`src/rtl/io_pkg.sv`:
```
// Shared address map, select encoding and decode helper for the miniRV I/O bridge.
package io_pkg;

  localparam logic [19:0] PERIPH_BASE  = 20'hFFFFF;
  localparam logic [11:0] OFF_DIG      = 12'h000;
  localparam logic [11:0] OFF_LED      = 12'h060;
  localparam logic [11:0] OFF_SW       = 12'h070;
  localparam logic [11:0] OFF_BTN      = 12'h078;
  localparam logic [11:0] OFF_BTN_EDGE = 12'h07C;

  localparam int DEBOUNCE_DEFAULT = 100000;

  typedef enum logic [2:0] {
    SEL_DRAM,
    SEL_DIG,
    SEL_LED,
    SEL_SW,
    SEL_BTN,
    SEL_BTN_EDGE,
    SEL_NONE
  } periph_sel_e;

  function automatic periph_sel_e decode_addr(input logic [31:0] addr);
    if (addr[31:12] != PERIPH_BASE) return SEL_DRAM;
    case (addr[11:0])
      OFF_DIG:      return SEL_DIG;
      OFF_LED:      return SEL_LED;
      OFF_SW:       return SEL_SW;
      OFF_BTN:      return SEL_BTN;
      OFF_BTN_EDGE: return SEL_BTN_EDGE;
      default:      return SEL_NONE;
    endcase
  endfunction

endpackage

```
`src/rtl/io_debounce.sv`:
```
// Two-flop synchroniser plus tick-sampled debouncer; a level is accepted once it is
// seen identically at two consecutive ticks. rise flags the edge at which db goes 0->1.
module io_debounce #(
  parameter int W = 1
) (
  input  logic         clk,
  input  logic         rst,
  input  logic         tick,
  input  logic [W-1:0] raw,
  output logic [W-1:0] db,
  output logic [W-1:0] rise
);

  logic [W-1:0] sync1;
  logic [W-1:0] sync2;
  logic [W-1:0] samp;
  logic [W-1:0] agree;

  assign agree = ~(sync2 ^ samp);

  // NOTE: sequential state uses non-blocking assignments so every register samples pre-edge values.
  always_ff @(posedge clk or posedge rst) begin
    if (rst) begin
      sync1 <= '0;
      sync2 <= '0;
      samp  <= '0;
      db    <= '0;
    end else begin
      sync1 <= raw;
      sync2 <= sync1;
      if (tick) begin
        samp <= sync2;
        db   <= (db & ~agree) | (sync2 & agree);
      end
    end
  end

  assign rise = {W{tick}} & agree & sync2 & ~db;

endmodule

```
`src/rtl/io_bridge.sv`:
```
// Address-decoding bridge between the miniRV data port and RAM, display, LEDs, switches, buttons.
// Optional sticky button-edge register at 0x07C is enabled by defining IO_BRIDGE_BTN_EDGE_EN.
module io_bridge
  import io_pkg::*;
#(
  parameter int DEBOUNCE_CYCLES = DEBOUNCE_DEFAULT,
  parameter int TICK_W          = 17
) (
  input  logic        clk,
  input  logic        rst,
  input  logic [31:0] cpu_addr,
  input  logic        cpu_we,
  input  logic [31:0] cpu_wdata,
  output logic [31:0] cpu_rdata,
  output logic        dram_we,
  output logic [31:0] dram_addr,
  output logic [31:0] dram_wdata,
  input  logic [31:0] dram_rdata,
  output logic [11:0] dig_addr,
  output logic        dig_wen,
  output logic [31:0] dig_wdata,
  output logic [23:0] led,
  input  logic [23:0] sw,
  input  logic [4:0]  btn
);

  periph_sel_e       sel;
  logic [TICK_W-1:0] count;
  logic              tick;
  logic [23:0]       sw_db;
  logic [23:0]       sw_rise_unused;
  logic [4:0]        btn_db;
  logic [4:0]        btn_rise;

  assign sel        = decode_addr(cpu_addr);
  assign dram_we    = cpu_we & (sel == SEL_DRAM);
  assign dig_wen    = cpu_we & (sel == SEL_DIG);
  assign dram_addr  = cpu_addr;
  assign dram_wdata = cpu_wdata;
  assign dig_addr   = cpu_addr[11:0];
  assign dig_wdata  = cpu_wdata;

  // One shared tick keeps both debouncers sampling in lockstep.
  assign tick = (count == TICK_W'(DEBOUNCE_CYCLES - 1));

  // NOTE: asynchronous reset belongs in the sensitivity list; the rst branch must come first.
  always_ff @(posedge clk or posedge rst) begin
    if (rst)       count <= '0;
    else if (tick) count <= '0;
    else           count <= count + TICK_W'(1);
  end

  always_ff @(posedge clk or posedge rst) begin
    if (rst)                             led <= '0;
    else if (cpu_we && sel == SEL_LED)   led <= cpu_wdata[23:0];
  end

  io_debounce #(.W(24)) u_sw_db (
    .clk  (clk),
    .rst  (rst),
    .tick (tick),
    .raw  (sw),
    .db   (sw_db),
    .rise (sw_rise_unused)
  );

  io_debounce #(.W(5)) u_btn_db (
    .clk  (clk),
    .rst  (rst),
    .tick (tick),
    .raw  (btn),
    .db   (btn_db),
    .rise (btn_rise)
  );

`ifdef IO_BRIDGE_BTN_EDGE_EN
  logic [4:0] btn_edge;
  logic [4:0] edge_clr;

  assign edge_clr = (cpu_we && sel == SEL_BTN_EDGE) ? cpu_wdata[4:0] : 5'b0;

  // Set is ORed in after the clear so a coincident rise wins.
  always_ff @(posedge clk or posedge rst) begin
    if (rst) btn_edge <= '0;
    else     btn_edge <= (btn_edge & ~edge_clr) | btn_rise;
  end
`else
  logic unused_btn_rise;
  assign unused_btn_rise = ^btn_rise;
`endif

  // NOTE: every combinational output gets a default first so no latch is inferred.
  always_comb begin
    cpu_rdata = 32'b0;
    case (sel)
      SEL_DRAM:     cpu_rdata = dram_rdata;
      SEL_LED:      cpu_rdata = {8'b0, led};
      SEL_SW:       cpu_rdata = {8'b0, sw_db};
      SEL_BTN:      cpu_rdata = {27'b0, btn_db};
`ifdef IO_BRIDGE_BTN_EDGE_EN
      SEL_BTN_EDGE: cpu_rdata = {27'b0, btn_edge};
`endif
      default:      cpu_rdata = 32'b0;
    endcase
  end

endmodule
```
`config.mk`:
```
export PLATFORM = sky130hd
export DESIGN_NAME = io_bridge
export DESIGN_NICKNAME = d
export VERILOG_FILES = /design/src/rtl/io_pkg.sv /design/src/rtl/io_debounce.sv /design/src/rtl/io_bridge.sv
export SDC_FILE = /design/constraint.sdc
export NUM_CORES = 1
export LEC_CHECK = 0
export CAP_MARGIN = 20
export CORE_UTILIZATION = 47
export CTS_CLUSTER_SIZE = 25
export DETAILED_ROUTE_END_ITERATION = 10
export PLACE_DENSITY_LB_ADDON = 0.1
export SLEW_MARGIN = 20
export SYNTH_ARGS = -nofsm -noshare
export SYNTH_HDL_FRONTEND = slang
export SYNTH_SLANG_ARGS = --single-unit
export TNS_END_PERCENT = 100
```
`constraint.sdc`:
```
create_clock -name clk -period 7.5 [get_ports clk]
set_input_delay 1.125 -clock clk [delete_from_list [all_inputs] [get_ports clk]]
set_output_delay 1.125 -clock clk [all_outputs]
set_load 0.03 [all_outputs]
```
==> out/results.md, run 1 <==
| Item | This run | Unit |
|:---|:---|:---|
| Outcome | complete, no violations | - |
| Dpl ws | 1.70 | ns |
| Effective utilization at floorplan | 48.4 | % |
| Final design utilization | 66.7 | % |
| Share of flip-flops with an asynchronous set or reset after synthesis | 100 | % |
| Fin crit share | 74.0 | % |
| Die Outline Area | 15500 | um^2 |
| CP Cell Sequence | clkdlybuf4s50_1, nand4_1, nor2_1, nand4_1, or2_1, o21ai_0, clkdlybuf4s50_1 | - |
| Number of antenna violations at the first check in global routing | 1 | - |
| Skew final | 0.00517 | ns |
| Setup repair after global routing missed its margin | no | - |
| Endpoints failing hold | 0 | - |
| Antenna-violating nets left | 0 | - |
| Switching power share of the total | 22.6 | % |
| Maximum number of pins on one net before global-route repair | 88 | - |
| Nature of the critical path startpoint | input pin | - |
| Area of the core | 14600 | um^2 |
| Port-buffer cells | 269 | - |
| Vias post-DR | 5249 | - |
| Sum of negative setup slack | 0 | ns |
| WL per Instance | 19.9 | um |
| Initial detailed-routing violation count | 286 | - |
| Worst slew margin | 36.1 | % |
| DIE WIDTH | 125 | um |
| Leakage | 0.00416 | uW |
| Wire length of the first global-routing pass | 30900 | um |
| Maximum clock insertion buffer count | 2 | - |
| Detailed Place HPWL | 15200 | um |
| Sequential group share of total power | 42.2 | % |
| Vertical die dimension | 125 | um |
| Resized Gates After CTS | 0 | - |
| Clock tree sinks | 157 | - |
| Clk_lat worst skew | 0.41 | ns |
| Average footprint of a synthesized cell | 10.7 | um^2 |
| Count of flip-flops with a built-in enable after synthesis | 0 | - |
| Comb pwr share | 12.6 | % |
| Synth warn | 0 | - |
| Most instantiated cells after synthesis | 157 x dfrtp_1, 109 x buf_4, 78 x o21ai_0 | - |
| Power density over the cells | 211 | nW/um^2 |
| Top cell type by total area after synthesis | dfrtp_1 | - |
| Endpoint required time on the critical path | 6.38 | ns |
| Cell count after synthesis | 659 | - |
| Post-CTS setup buffer count | 0 | - |
| Worst Setup End Kind | output port | - |
| Slowest library cell on the worst path | clkdlybuf4s50_1 | - |
| Grt total ovfl | 0 | - |
| Number of buffers inserted by hold repair at cts | 0 | - |
| Total count of max-transition violations in the final report | 0 | - |
| Hold/Removal Path Class | reg -> reg | - |
| Share of post-route cells with drive strength above 1 | 7.95 | % |
| Slew at the pin with the worst max-slew slack | 0.958 | ns |
| Number of distinct library cell variants in the gate-level netlist after synthesis | 36 | - |
| Number of global-route vias before repair | 5309 | - |
| Netlist area before placement | 7050 | um^2 |
| IO Pins | 294 | - |
| Clock tree root driver cell | clkbuf_16 | - |
| Multi-input logic area | 2010 | um^2 |
| Storage element area | 3930 | um^2 |
| Total DRC errors in the routed layout | 0 | - |
| Peak supply drop | 170 | uV |
| Largest cells by area after synthesis | dfrtp_1 56%, buf_4 12%, o21ai_0 5.5% | - |
| Area share of the leading cell type in the synthesized netlist | 55.7 | % |
| Overall track demand over capacity in global routing | 26.7 | % |
| Mapped Nets | 788 | - |
| Number of fill cells | 1114 | - |
| Min Tclk post-route | 5.55 | ns |
| Register clock-pin slew on the reported worst setup and hold paths | 0.06 | ns |
| CTS tree | built | - |
| # H-tree levels | 4 | - |
| # nets final | 947 | - |
| # setup viols final | 0 | - |
| Number of placement rows | 44 | - |
| Primary FF master, synth | dfrtp_1 | - |
| Delay of the slowest cell on the worst path | 0.74 | ns |
| Max-Cap Viols | 0 | - |
| Maximum fanout count along the critical path | 19 | - |
| Clock buffers created by TritonCTS | 17 | - |
| Category of the critical setup timing path | in -> out | - |
| Total detailed-routing wirelength | 20200 | um |
| Vias per Instance | 5.17 | - |
| Global placement routability congestion | 0.948 | - |
| Clock power frac | 45.1 | % |
| Maximum clock frequency | 180 | MHz |
| Number of detailed-routing iterations run before antenna repair | 5 | - |
| Most frequent cell after synthesis | dfrtp_1 | - |
| Setup slack of the critical path after layout | 1.95 | ns |
| Internal Power | 1590 | uW |
| Data arrival time of the critical path | 4.43 | ns |
| Register bit total from synthesis | 157 | - |
| Growth of design area from synthesis to finish | 38.0 | % |
| Sequential area share after synthesis | 55.7 | % |
| Switching power of the nets | 465 | uW |
-- stage by stage --
step / instance area, um^2 / hold WS (ns) / total power (uW) / instances
global placement: 9080 / 0.334 / 1140 / 983
detailed placement: 9080 / 0.335 / 1140 / 983
floorplan: 7050 / 0.331 / 1040 / 659
global route: 9740 / 0.351 / 2120 / 1015
finish: 9740 / 0.346 / 2050 / 1015
CTS: 9730 / 0.348 / 2080 / 1014
-- power by group through the flow --
stage | combinational, uW | clock [uW] | sequential, uW
2_1_floorplan | 156 | 0 | 882
3_3_place_gp | 260 | 0 | 883
3_5_place_dp | 261 | 0 | 883
4_1_cts | 262 | 948 | 868
5_1_grt | 272 | 978 | 869
6_report | 259 | 927 | 868
-- cell usage in the layout, fill, tap and decap left out, types with 2 or more instances in the layout --
cell type        count
clkdlybuf4s50_1    269
xor2_1               8
mux2_2               4
nor2_1              16
clkbuf_8             2
clkbuf_16           17
inv_1               51
mux2_4              20
buf_4                3
nor4_1               2
nand2_1             42
clkinv_4             2
xnor2_1              7
clkinvlp_4           2
nor4b_1              3
a21oi_1             60
and2_1               9
o21ai_0             78
nand3_1              8
dfrtp_1            157
a22oi_1             19
clkbuf_1             2
nand4_1             15
o211ai_1             5
mux2i_1              5
bufinv_16            5
-- final cells by class --
type | instances | area share, %
sequential | 157 | 40.4
inverter | 52 | 2.06
clock buffer | 21 | 4.73
timing repair buffer | 272 | 27.9
multi-input combinational | 318 | 20.7
clock inverter | 10 | 1.93
antenna | 1 | 0.0257
tap | 184 | 2.36
-- cell families after synthesis --
group / synth area share [%]
DFF: 55.7
and+or+nand+nor: 7.80
adders and majority gates: 0.177
AOI/OAI and AO/OA: 12.9
xor gates and xnor gates: 1.86
muxes: 5.60
buffers and inverters: 16.0
-- layer usage --
| metal | global-route usage (%) | up-vias | wire (um) |
|---|---|---|---|
| li1 | - | 2425 | - |
| met2 | 46.0 | 205 | 10600 |
| met5 | 0 | - | 0 |
| met4 | 11.0 | 0 | 569 |
| met1 | 32.8 | 2587 | 8070 |
| met3 | 5.15 | 32 | 909 |
-- worst max-delay path, delay by kind of cell --
kind | cells | cell delay, ns
AOI/OAI and AO/OA | 1 | 0.34
and+or+nand+nor | 4 | 1.71
buffers and inverters | 2 | 1.26
-- worst paths after layout --
path,startpoint,end,slack [ns],cells past startpoint
max,cpu_addr[18],cpu_rdata[18],1.95,7
min,u_sw_db.sync1[1],u_sw_db.sync2[1],0.35,0
max reg2reg,count[0],flop,5.17,6
min reg2reg,u_sw_db.sync1[1],u_sw_db.sync2[1],0.35,0
max in group asynchronous,rst,u_btn_db.sync1[2],4.90,3
min in group asynchronous,rst,led[11],1.24,2
(Power assumes the default switching activity.)
==> run 2: changes to the inputs <==
- CORE_UTILIZATION: 47 -> 39
- clock period: 7.5 -> 4.6 ns (I/O delays scaled with it)
==> run 2 against run 1 <==
First-iteration DRC count down 26%; total power increased by 63%; critical endpoint is now cpu_rdata[19]; worst setup slack lost 1.7 ns; largest power group unchanged; sequential cell count unchanged; combinational power increased by 63%; routed wire length shrank 3.0%; non-clock buffer count increased by 7.
==> out/results.md, run 2 (synthesis gave the netlist of run 1 again) <==
| Item | This run | Unit | Delta |
|:---|:---|:---|:---|
| Total detailed-routing wirelength | 19600 | um | was 20200 um |
| Initial detailed-routing violation count | 211 | - | was 286 |
| Sum of negative setup slack | 0 | ns | unchanged |
| Overall track demand over capacity in global routing | 21.1 | % | was 26.7% |
| Min Tclk post-route | 4.37 | ns |  |
| Skew final | 0.0112 | ns | was 0.00517 ns |
| Vias post-DR | 5087 | - | was 5249 |
| Clock power frac | 45.1 | % | about the same |
| IO Pins | 294 | - | unchanged |
| Fin crit share | 95.1 | % |  |
| Maximum fanout count along the critical path | 19 | - | unchanged |
| Category of the critical setup timing path | in -> out | - | unchanged |
| Slew at the pin with the worst max-slew slack | 0.949 | ns | was 0.958 ns |
| Post-CTS setup buffer count | 0 | - | unchanged |
| Setup repair after global routing missed its margin | no | - | unchanged |
| Clock tree root driver cell | clkbuf_16 | - | unchanged |
| Register clock-pin slew on the reported worst setup and hold paths | 0.06 | ns | about the same |
| Clk_lat worst skew | 0.42 | ns | was 0.41 ns |
| Antenna-violating nets left | 0 | - | unchanged |
| Depth of the worst register-to-register path | 5 | - | was 6 |
| Comb pwr share | 12.6 | % | about the same |
| Clock buffers created by TritonCTS | 17 | - | unchanged |
| Max-Cap Viols | 0 | - | unchanged |
| Number of fill cells | 1492 | - | was 1114 |
| Effective utilization at floorplan | 40.4 | % | was 48.4% |
| Port-buffer cells | 269 | - | unchanged |
| Global placement routability congestion | 0.797 | - | was 0.948 |
| Multi-input logic area | 2000 | um^2 | was 2010 um^2 |
| Detailed Place HPWL | 14700 | um | was 15200 um |
| Peak supply drop | 245 | uV | was 170 uV |
| Power density over the cells | 340 | nW/um^2 | was 211 nW/um^2 |
| Vertical die dimension | 136 | um | was 125 um |
| Share of post-route cells with drive strength above 1 | 9.67 | % | was 7.95% |
| Data arrival time of the critical path | 3.68 | ns | was 4.43 ns |
| Number of detailed-routing iterations run before antenna repair | 4 | - | was 5 |
| Dpl ws | 0.237 | ns | was 1.70 ns |
| Cell area reported after detailed placement | 9190 | um^2 | was 9080 um^2 |
| DIE WIDTH | 136 | um | was 125 um |
| Endpoint required time on the critical path | 3.91 | ns | was 6.38 ns |
| Clock tree sinks | 157 | - | unchanged |
| Resized Gates After CTS | 0 | - | unchanged |
| Nature of the critical path startpoint | input pin | - | unchanged |
| Switching power of the nets | 776 | uW | was 465 uW |
| Maximum clock frequency | 229 | MHz |  |
| Maximum clock insertion buffer count | 2 | - | unchanged |
| Sequential group share of total power | 42.4 | % | was 42.2% |
| Slack of the worst reg-to-reg path | 2.28 | ns | was 5.17 ns |
| CTS tree | built | - | unchanged |
| Worst Setup End Kind | output port | - | unchanged |
| Most common cell after layout, fill and taps aside | clkdlybuf4s50_1 | - | unchanged |
| Grt total ovfl | 0 | - | unchanged |
| Number of diodes | 0 | - | was 1 |
| Maximum number of pins on one net before global-route repair | 158 | - | was 88 |
| Post-layout instance area | 9830 | um^2 | was 9740 um^2 |
| Internal Power | 2570 | uW | was 1590 uW |
| # setup viols final | 0 | - | unchanged |
| # H-tree levels | 4 | - | unchanged |
| Highest-count cells in the layout ignoring fill and taps | 261 x clkdlybuf4s50_1, 157 x dfrtp_1, 78 x o21ai_0 | - | was 269 x clkdlybuf4s50_1, 157 x dfrtp_1, 78 x o21ai_0 |
| Wire length of the first global-routing pass | 28600 | um | was 30900 um |
| Switching power share of the total | 23.2 | % | was 22.6% |
| # nets final | 954 | - | was 947 |
| Number of buffers inserted by hold repair at cts | 0 | - | unchanged |
| Endpoints failing hold | 0 | - | unchanged |
| Number of antenna violations at the first check in global routing | 0 | - | was 1 |
| Area of the core | 17500 | um^2 | was 14600 um^2 |
| Number of placement rows | 48 | - | was 44 |
| Total count of max-transition violations in the final report | 0 | - | unchanged |
| Termination of the worst setup path | cpu_rdata[19] | - | was cpu_rdata[18] |
| Die Outline Area | 18600 | um^2 | was 15500 um^2 |
| Outcome | complete, no violations | - | unchanged |
| WL per Instance | 18.4 | um | was 19.9 um |
| Number of global-route vias before repair | 5098 | - | was 5309 |
| RR Startpoint | count[6] | - | was count[0] |
| Setup slack of the critical path after layout | 0.226 | ns | was 1.95 ns |
| Vias per Instance | 4.79 | - | was 5.17 |
| Growth of design area from synthesis to finish | 39.4 | % | was 38.0% |
| Leakage | 0.00420 | uW | was 0.00416 uW |
| Total DRC errors in the routed layout | 0 | - | unchanged |
| Storage element area | 3930 | um^2 | unchanged |
| Hold/Removal Path Class | reg -> reg | - | unchanged |
| Launching instance or port of the critical path | cpu_addr[3] | - | was cpu_addr[18] |
| Worst slew margin | 36.7 | % | was 36.1% |
run 2: per-stage QoR:
step,instances,utilization (%),total power [uW],hold WS (ns)
finish,1063,56.3,3340,0.347
global route,1063,56.3,3470,0.354
CTS,1063,56.3,3390,0.349
detailed placement,1031,52.6,1870,0.335
global placement,1031,52.6,1870,0.332
floorplan,659,-,1690,0.331
run 2: area by class of cell:
cell class / count / area share (%)
sequential: 157 / 40.0
timing repair buffer: 279 / 28.2
multi-input combinational: 318 / 20.4
clock buffer: 18 / 4.36
tap: 225 / 2.86
clock inverter: 14 / 2.23
inverter: 52 / 2.02
run 2: metal layers:
metal / vias to the layer above / GRT usage [%] / wire, um
met1: 2458 / 25.1 / 7780
met5: - / 0 / 0
met4: 0 / 6.36 / 267
li1: 2440 / - / -
met3: 20 / 4.33 / 946
met2: 169 / 37.9 / 10600
run 2: worst min path at each step:
stage	start	endpoint	slack [ns]	cells past startpoint
after floorplan	u_btn_db.sync1[0]	u_btn_db.sync2[0]	0.33	0
after global placement	u_sw_db.sync1[20]	u_sw_db.sync2[20]	0.33	0
after detailed placement	u_sw_db.sync1[19]	u_sw_db.sync2[19]	0.33	0
after CTS	u_sw_db.sync1[8]	u_sw_db.sync2[8]	0.35	0
after global routing	u_btn_db.sync1[3]	u_btn_db.sync2[3]	0.35	0
final	u_sw_db.sync1[8]	u_sw_db.sync2[8]	0.35	0
run 2: power by group through the flow:
stage / clock network [uW] / registers [uW] / logic (uW)
final: 1510 / 1420 / 421
after global routing: 1600 / 1420 / 445
after CTS: 1550 / 1420 / 427
after detailed placement: 0 / 1440 / 425
after global placement: 0 / 1440 / 424
after floorplan: 0 / 1440 / 255
run 2: worst max-delay path, stage by stage:
cell and delay, ns:
clkdlybuf4s50_1 0.55, xnor2_1 0.49, a41oi_2 0.37, or2_1 0.58, o21ai_0 0.29, clkdlybuf4s50_1 0.70
